==> src/rtl/register_status_file.sv <==
// ---------------------------------------------------------------------------
// register_status_file
//
// Architectural register file that also tracks rename status for each
// register. Every register holds a value, a busy flag and an owner tag (the
// ROB tag of the youngest in-flight writer). It sits between dispatch and
// retirement.
//
// Operations
//   - Dispatch allocations mark destination registers busy under a new owner.
//   - Retirement writes always update the value. They clear busy only when
//     the retiring tag still owns the register, so a stale retire cannot free
//     a register that was re-allocated to a younger instruction.
//   - flush drops all in-flight ownership by clearing every busy flag.
//   - Read ports are registered and hold their outputs while rd_en is low.
//
// Optional feature (compile-time macro)
//   REGFILE_BYPASS_EN : when defined, a read returns the post-update state of
//                       the same edge (value, busy and owner are forwarded).
//                       When undefined, a read returns the pre-update state
//                       and no forwarding path is built.
//
// Ports
//   clk        : clock; all state changes on the rising edge
//   rst_n      : synchronous, active-low reset; clears all state and outputs
//   rd_en      : per-port read enable
//   rd_addr    : read addresses, port i at [i*AW +: AW]
//   rd_value   : registered read value per port
//   rd_busy    : registered busy flag per port
//   rd_owner   : registered owner tag per port
//   alloc_en   : per-port allocation valid
//   alloc_reg  : allocation destination register per port
//   alloc_tag  : new owner tag per port
//   ret_en     : per-port retirement write valid
//   ret_reg    : retirement target register per port
//   ret_tag    : retiring instruction tag per port
//   ret_data   : retired value per port
//   flush      : clear all busy flags (misprediction recovery)
// ---------------------------------------------------------------------------
module register_status_file #(
    parameter int NUM_REGS    = 16,
    parameter int DATA_W      = 16,
    parameter int TAG_W       = 4,
    parameter int READ_PORTS  = 8,
    parameter int ALLOC_PORTS = 2,
    parameter int WRITE_PORTS = 3,
    parameter int AW          = (NUM_REGS > 1) ? $clog2(NUM_REGS) : 1
) (
    input  logic                          clk,
    input  logic                          rst_n,
    input  logic [READ_PORTS-1:0]         rd_en,
    input  logic [READ_PORTS*AW-1:0]      rd_addr,
    output logic [READ_PORTS*DATA_W-1:0]  rd_value,
    output logic [READ_PORTS-1:0]         rd_busy,
    output logic [READ_PORTS*TAG_W-1:0]   rd_owner,
    input  logic [ALLOC_PORTS-1:0]        alloc_en,
    input  logic [ALLOC_PORTS*AW-1:0]     alloc_reg,
    input  logic [ALLOC_PORTS*TAG_W-1:0]  alloc_tag,
    input  logic [WRITE_PORTS-1:0]        ret_en,
    input  logic [WRITE_PORTS*AW-1:0]     ret_reg,
    input  logic [WRITE_PORTS*TAG_W-1:0]  ret_tag,
    input  logic [WRITE_PORTS*DATA_W-1:0] ret_data,
    input  logic                          flush
);

    // One extra bit lets the range check work when NUM_REGS is a power of two.
    localparam logic [AW:0] REG_LIMIT = (AW + 1)'(NUM_REGS);

    // Non-power-of-two register counts leave addresses with no register behind them.
    function automatic logic in_range(input logic [AW-1:0] a);
        return ({1'b0, a} < REG_LIMIT);
    endfunction

    logic [DATA_W-1:0] value_q [NUM_REGS];
    logic [DATA_W-1:0] value_d [NUM_REGS];
    logic [TAG_W-1:0]  owner_q [NUM_REGS];
    logic [TAG_W-1:0]  owner_d [NUM_REGS];
    logic [NUM_REGS-1:0] busy_q;
    logic [NUM_REGS-1:0] busy_d;

    logic [READ_PORTS*DATA_W-1:0] rd_value_d;
    logic [READ_PORTS-1:0]        rd_busy_d;
    logic [READ_PORTS*TAG_W-1:0]  rd_owner_d;

    // Next register state. Ports are walked in ascending order so the
    // highest-indexed port wins a same-register conflict. Busy is resolved
    // in rising priority order: retire-clear, then allocate, then flush.
    // The retire ownership check looks at pre-edge state.
    always_comb begin
        logic [AW-1:0] r;
        value_d = value_q;
        owner_d = owner_q;
        busy_d  = busy_q;
        r       = '0;

        for (int j = 0; j < WRITE_PORTS; j++) begin
            r = ret_reg[j*AW +: AW];
            if (ret_en[j] && in_range(r)) begin
                value_d[r] = ret_data[j*DATA_W +: DATA_W];
                if (busy_q[r] && (owner_q[r] == ret_tag[j*TAG_W +: TAG_W])) begin
                    busy_d[r] = 1'b0;
                end
            end
        end

        if (flush) begin
            busy_d = '0;
        end else begin
            for (int k = 0; k < ALLOC_PORTS; k++) begin
                r = alloc_reg[k*AW +: AW];
                if (alloc_en[k] && in_range(r)) begin
                    busy_d[r]  = 1'b1;
                    owner_d[r] = alloc_tag[k*TAG_W +: TAG_W];
                end
            end
        end
    end

    // Read data source. With bypass, reads see this edge's updates.
    always_comb begin
        logic [AW-1:0] a;
        rd_value_d = '0;
        rd_busy_d  = '0;
        rd_owner_d = '0;
        a          = '0;

        for (int i = 0; i < READ_PORTS; i++) begin
            a = rd_addr[i*AW +: AW];
            if (in_range(a)) begin
`ifdef REGFILE_BYPASS_EN
                rd_value_d[i*DATA_W +: DATA_W] = value_d[a];
                rd_busy_d[i]                   = busy_d[a];
                rd_owner_d[i*TAG_W +: TAG_W]   = owner_d[a];
`else
                rd_value_d[i*DATA_W +: DATA_W] = value_q[a];
                rd_busy_d[i]                   = busy_q[a];
                rd_owner_d[i*TAG_W +: TAG_W]   = owner_q[a];
`endif
            end
        end
    end

    always_ff @(posedge clk) begin
        if (!rst_n) begin
            for (int r = 0; r < NUM_REGS; r++) begin
                value_q[r] <= '0;
                owner_q[r] <= '0;
            end
            busy_q <= '0;
        end else begin
            value_q <= value_d;
            owner_q <= owner_d;
            busy_q  <= busy_d;
        end
    end

    // Read ports that are not enabled keep their previous result.
    always_ff @(posedge clk) begin
        if (!rst_n) begin
            rd_value <= '0;
            rd_busy  <= '0;
            rd_owner <= '0;
        end else begin
            for (int i = 0; i < READ_PORTS; i++) begin
                if (rd_en[i]) begin
                    rd_value[i*DATA_W +: DATA_W] <= rd_value_d[i*DATA_W +: DATA_W];
                    rd_busy[i]                   <= rd_busy_d[i];
                    rd_owner[i*TAG_W +: TAG_W]   <= rd_owner_d[i*TAG_W +: TAG_W];
                end
            end
        end
    end

endmodule

==> config.mk <==
export PLATFORM = sky130hd
export DESIGN_NAME = register_status_file
export DESIGN_NICKNAME = d
export VERILOG_FILES = /design/src/rtl/register_status_file.sv
export SDC_FILE = /design/constraint.sdc
export NUM_CORES = 2
export LEC_CHECK = 0
export CAP_MARGIN = 5
export CORE_ASPECT_RATIO = 0.9
export CORE_MARGIN = 2
export CORE_UTILIZATION = 45
export DETAILED_ROUTE_END_ITERATION = 12
export PLACE_DENSITY = 0.71
export SYNTH_ARGS = -nofsm -noshare
export SYNTH_HDL_FRONTEND = slang
export SYNTH_SLANG_ARGS = --single-unit
==> constraint.sdc <==
create_clock -name clk -period 3.8 [get_ports clk]
set_clock_uncertainty 0.05 [all_clocks]
set_input_delay 0.38 -clock clk [delete_from_list [all_inputs] [get_ports clk]]
set_output_delay 0.38 -clock clk [all_outputs]
set_load 0.005 [all_outputs]
==> results.sh <==
export IMPL_io_buffers=303
export IMPL_place_gp_congestion=1.00
export IMPL_synth_cell_types=51
export IMPL_fmax_ghz=0.323
export IMPL_cts_max_level=2
export IMPL_ys_warn_count=0
export IMPL_syn_num_nets=4247
export IMPL_cts_buffer_depth=3
export IMPL_tightestPinTransition_ns=1.02
export IMPL_hold_viol_final=0
export IMPL_hpwl_um=132000
export IMPL_setup_viol=0
export IMPL_clockRootBuffer="clkbuf_16"
export IMPL_synthFlopType="dfxtp_1"
export IMPL_relSlewSlack_pct=31.9
export IMPL_ant_nets=0
export IMPL_power_density_nw_per_um2=290
export IMPL_gr_total_overflow=0
export IMPL_drt_wirelength_per_cell_um=35.8
export IMPL_layout_setup_ws_ns=0.700
export IMPL_holdBufCountCts=0
export IMPL_post_drt_via_cell_ratio=7.72
export IMPL_synth_seq_cells=504
export IMPL_via_count=42241
export IMPL_first_global_vias=39828
export IMPL_drc=0
export IMPL_power_leakage_nw=18.1
export IMPL_firstDrtPassIters=9
export IMPL_cts_tree="done"
export IMPL_grt_max_degree=107
export IMPL_fin_hold_ws_ns=0.303
export IMPL_drt_wl_total_um=196000
export IMPL_end_kind="flop"
export IMPL_outcome="finished clean"
export IMPL_post_cts_buffers=0
export IMPL_grt_pass1_wl_um=284000
export IMPL_core_rowCount=111
export IMPL_synthCells=4111
export IMPL_die_area_um2=105000
export IMPL_antenna_found_initial=33
export IMPL_grt_setup_unrepaired="false"
export IMPL_syn_to_final_growth_pct=13.2
export IMPL_die_w_um=341
export IMPL_critPathKind="reg -> reg"
export IMPL_cts_buffers=56
export IMPL_die_h_um=307
export IMPL_timing_final_crit_share_pct=81.6
export IMPL_cp_start_kind="flop"
export IMPL_cp_slowest_cell="or4b_4"
export IMPL_clkLatencyLatePin_ns=0.71
export IMPL_ir_drop_mv=0.362
export IMPL_cts_resized=0
export IMPL_grt_total_usage_pct=36.7
export IMPL_path_cells="mux4_1 > mux4_2 > xor2_1 > or4b_4 > o221ai_1 > a21oi_1"
export IMPL_fin_setup_tns_ns=0
export IMPL_synth_area_um2=46000
export IMPL_fin_crit_ns=3.10
export IMPL_cp_arrival_ns=3.57
export IMPL_design_area_um2=52100
export IMPL_ys_top_cells_by_area="mux4_2, dfxtp_1, mux2i_1, nor2_1, a211oi_1"
export IMPL_fillCellCount=8724
export IMPL_crit_family="multiplexers"
export IMPL_place_area_um2=50100
export IMPL_clock_sinks=504
export IMPL_critPathMaxStageDelay_ns=0.67
export IMPL_ys_seq_area_share_pct=21.9
export IMPL_pre_cts_ws_ns=0.182
export IMPL_netlist_area_leader_share_pct=43.9
export IMPL_total_power_mw=15.1
export IMPL_yosysTopAreaCell="mux4_2"
export IMPL_core_area_um2=102000
export IMPL_cap_violations=0
export IMPL_path_max_fanout=12
export IMPL_io_pins=304
export IMPL_required_ns=4.27
export IMPL_initial_utilization_pct=45.3
export IMPL_drtIter0Drc=8242
export IMPL_syn_avg_cell_area_um2=11.2
export IMPL_synth_edf_count=0
export IMPL_clkTransAtPathRegs_ns=0.07
export IMPL_slew_violations=0
export IMPL_fin_nets=4192
export IMPL_path_buf_inv=0
export IMPL_hp_class="in -> reg"
export IMPL_final_layout_size_suffix_gt1_share_pct=29.8
export IMPL_synthArstFlopShare_pct=0
-- cell usage in the layout, fill, tap and decap left out, types with 15 or more instances in the layout --
| cell type | instances |
|---|---|
| mux2i_1 | 519 |
| nand2_1 | 45 |
| mux4_2 | 897 |
| a211oi_1 | 310 |
| clkdlybuf4s50_1 | 268 |
| nor2_1 | 729 |
| clkbuf_1 | 15 |
| buf_12 | 31 |
| nor2b_1 | 57 |
| nor2_2 | 21 |
| inv_1 | 24 |
| a21oi_1 | 276 |
| clkbuf_16 | 56 |
| buf_2 | 19 |
| dfxtp_1 | 504 |
| buf_4 | 144 |
-- cell usage after synthesis, types with 2 or more instances --
cell,count
xor2_1,4
nand4_1,2
nand3b_1,9
mux2_2,7
nand3_1,10
inv_1,24
o221ai_1,10
o311ai_0,4
a311oi_1,7
nor2_2,8
o31a_1,2
mux2i_1,519
buf_6,2
clkinv_1,2
a21oi_1,276
nor2_1,742
a211oi_1,310
a31oi_1,5
and3_1,5
o22ai_1,10
nor2b_1,58
buf_2,32
o211a_1,3
o21ai_0,4
buf_1,96
nand2_1,45
a41oi_1,11
mux4_2,897
nor3b_1,5
clkbuf_1,452
nor3_1,5
mux4_1,3
xnor2_1,3
nand2b_1,12
dfxtp_1,504
or3_1,6
a21boi_0,3
-- cell families (layout without fill, tap and decap cells) --
family / after synthesis / count (layout) / synth area share [%]
AOI/OAI and AO/OA: 651 / 651 / 9.18
buffers and inverters: 609 / 600 / 5.09
DFF: 504 / 504 / 21.9
xor gates and xnor gates: 7 / 7 / 0.133
other: 0 / 14 / 0
and+or+nand+nor: 914 / 914 / 8.18
muxes: 1426 / 1426 / 55.5
-- state kept, by name, indices dropped and copies added, names as in the netlist --
| register | cells |
|---|---|
| rd_owner | 32 |
| owner_q | 64 |
| rd_busy | 8 |
| rd_value | 128 |
| busy_q | 16 |
| value_q | 256 |
-- where the power goes --
part           internal [mW]  switching, mW  total (mW)
logic                   1.57           1.75        3.31
registers               5.46          0.439        5.90
clock network           3.33           2.60        5.93
total                   10.3           4.79        15.1
-- worst paths after layout --
check | end | slack (ns) | start | depth (start not counted)
worst min register to register | rd_owner[10] | 0.45 | rd_owner[10] | 2
worst max-delay path | busy_q[3] | 0.70 | owner_q[48] | 6
worst min-delay path | rd_value[67] | 0.30 | rd_en[4] | 3
worst max register to register | busy_q[3] | 0.70 | owner_q[48] | 6
-- worst reg2reg max path, delay by kind of cell, from the launching register on --
kind,cells,cell delay (ns)
flip-flops,1,0.53
AO/OA/AOI/OAI,2,0.37
multiplexers,2,1.09
XOR/XNOR,1,0.23
AND/OR/NAND/NOR,1,0.67
-- layer usage --
layer | track usage (%) | up-vias | part of all wire [%]
li1 | - | 16162 | -
met5 | 1.11 | - | 0.26
met2 | 50.0 | 4539 | 40
met4 | 21.4 | 36 | 7.4
met3 | 20.1 | 1060 | 20
met1 | 45.4 | 20444 | 32
-- area by class of cell --
cell class | instances | area (um^2) | share of cell area, %
Clock inverter | 24 | 360 | 0.692
Clock buffer | 80 | 1580 | 3.04
Timing Repair Buffer | 470 | 4570 | 8.77
Inverter | 26 | 105 | 0.202
Sequential cell | 504 | 10100 | 19.4
Antenna cell | 14 | 35.0 | 0.0672
Multi-Input combinational cell | 2998 | 33700 | 64.6
Tap cell | 1356 | 1700 | 3.26
-- through the flow --
stage               utilization (%)  std cells
global placement               49.3       5354
CTS                            51.2       5458
finish                         51.3       5472
global route                   51.2       5466
detailed placement             49.3       5354
floorplan                         -       4111
Power figures use the tool's default switching activity.
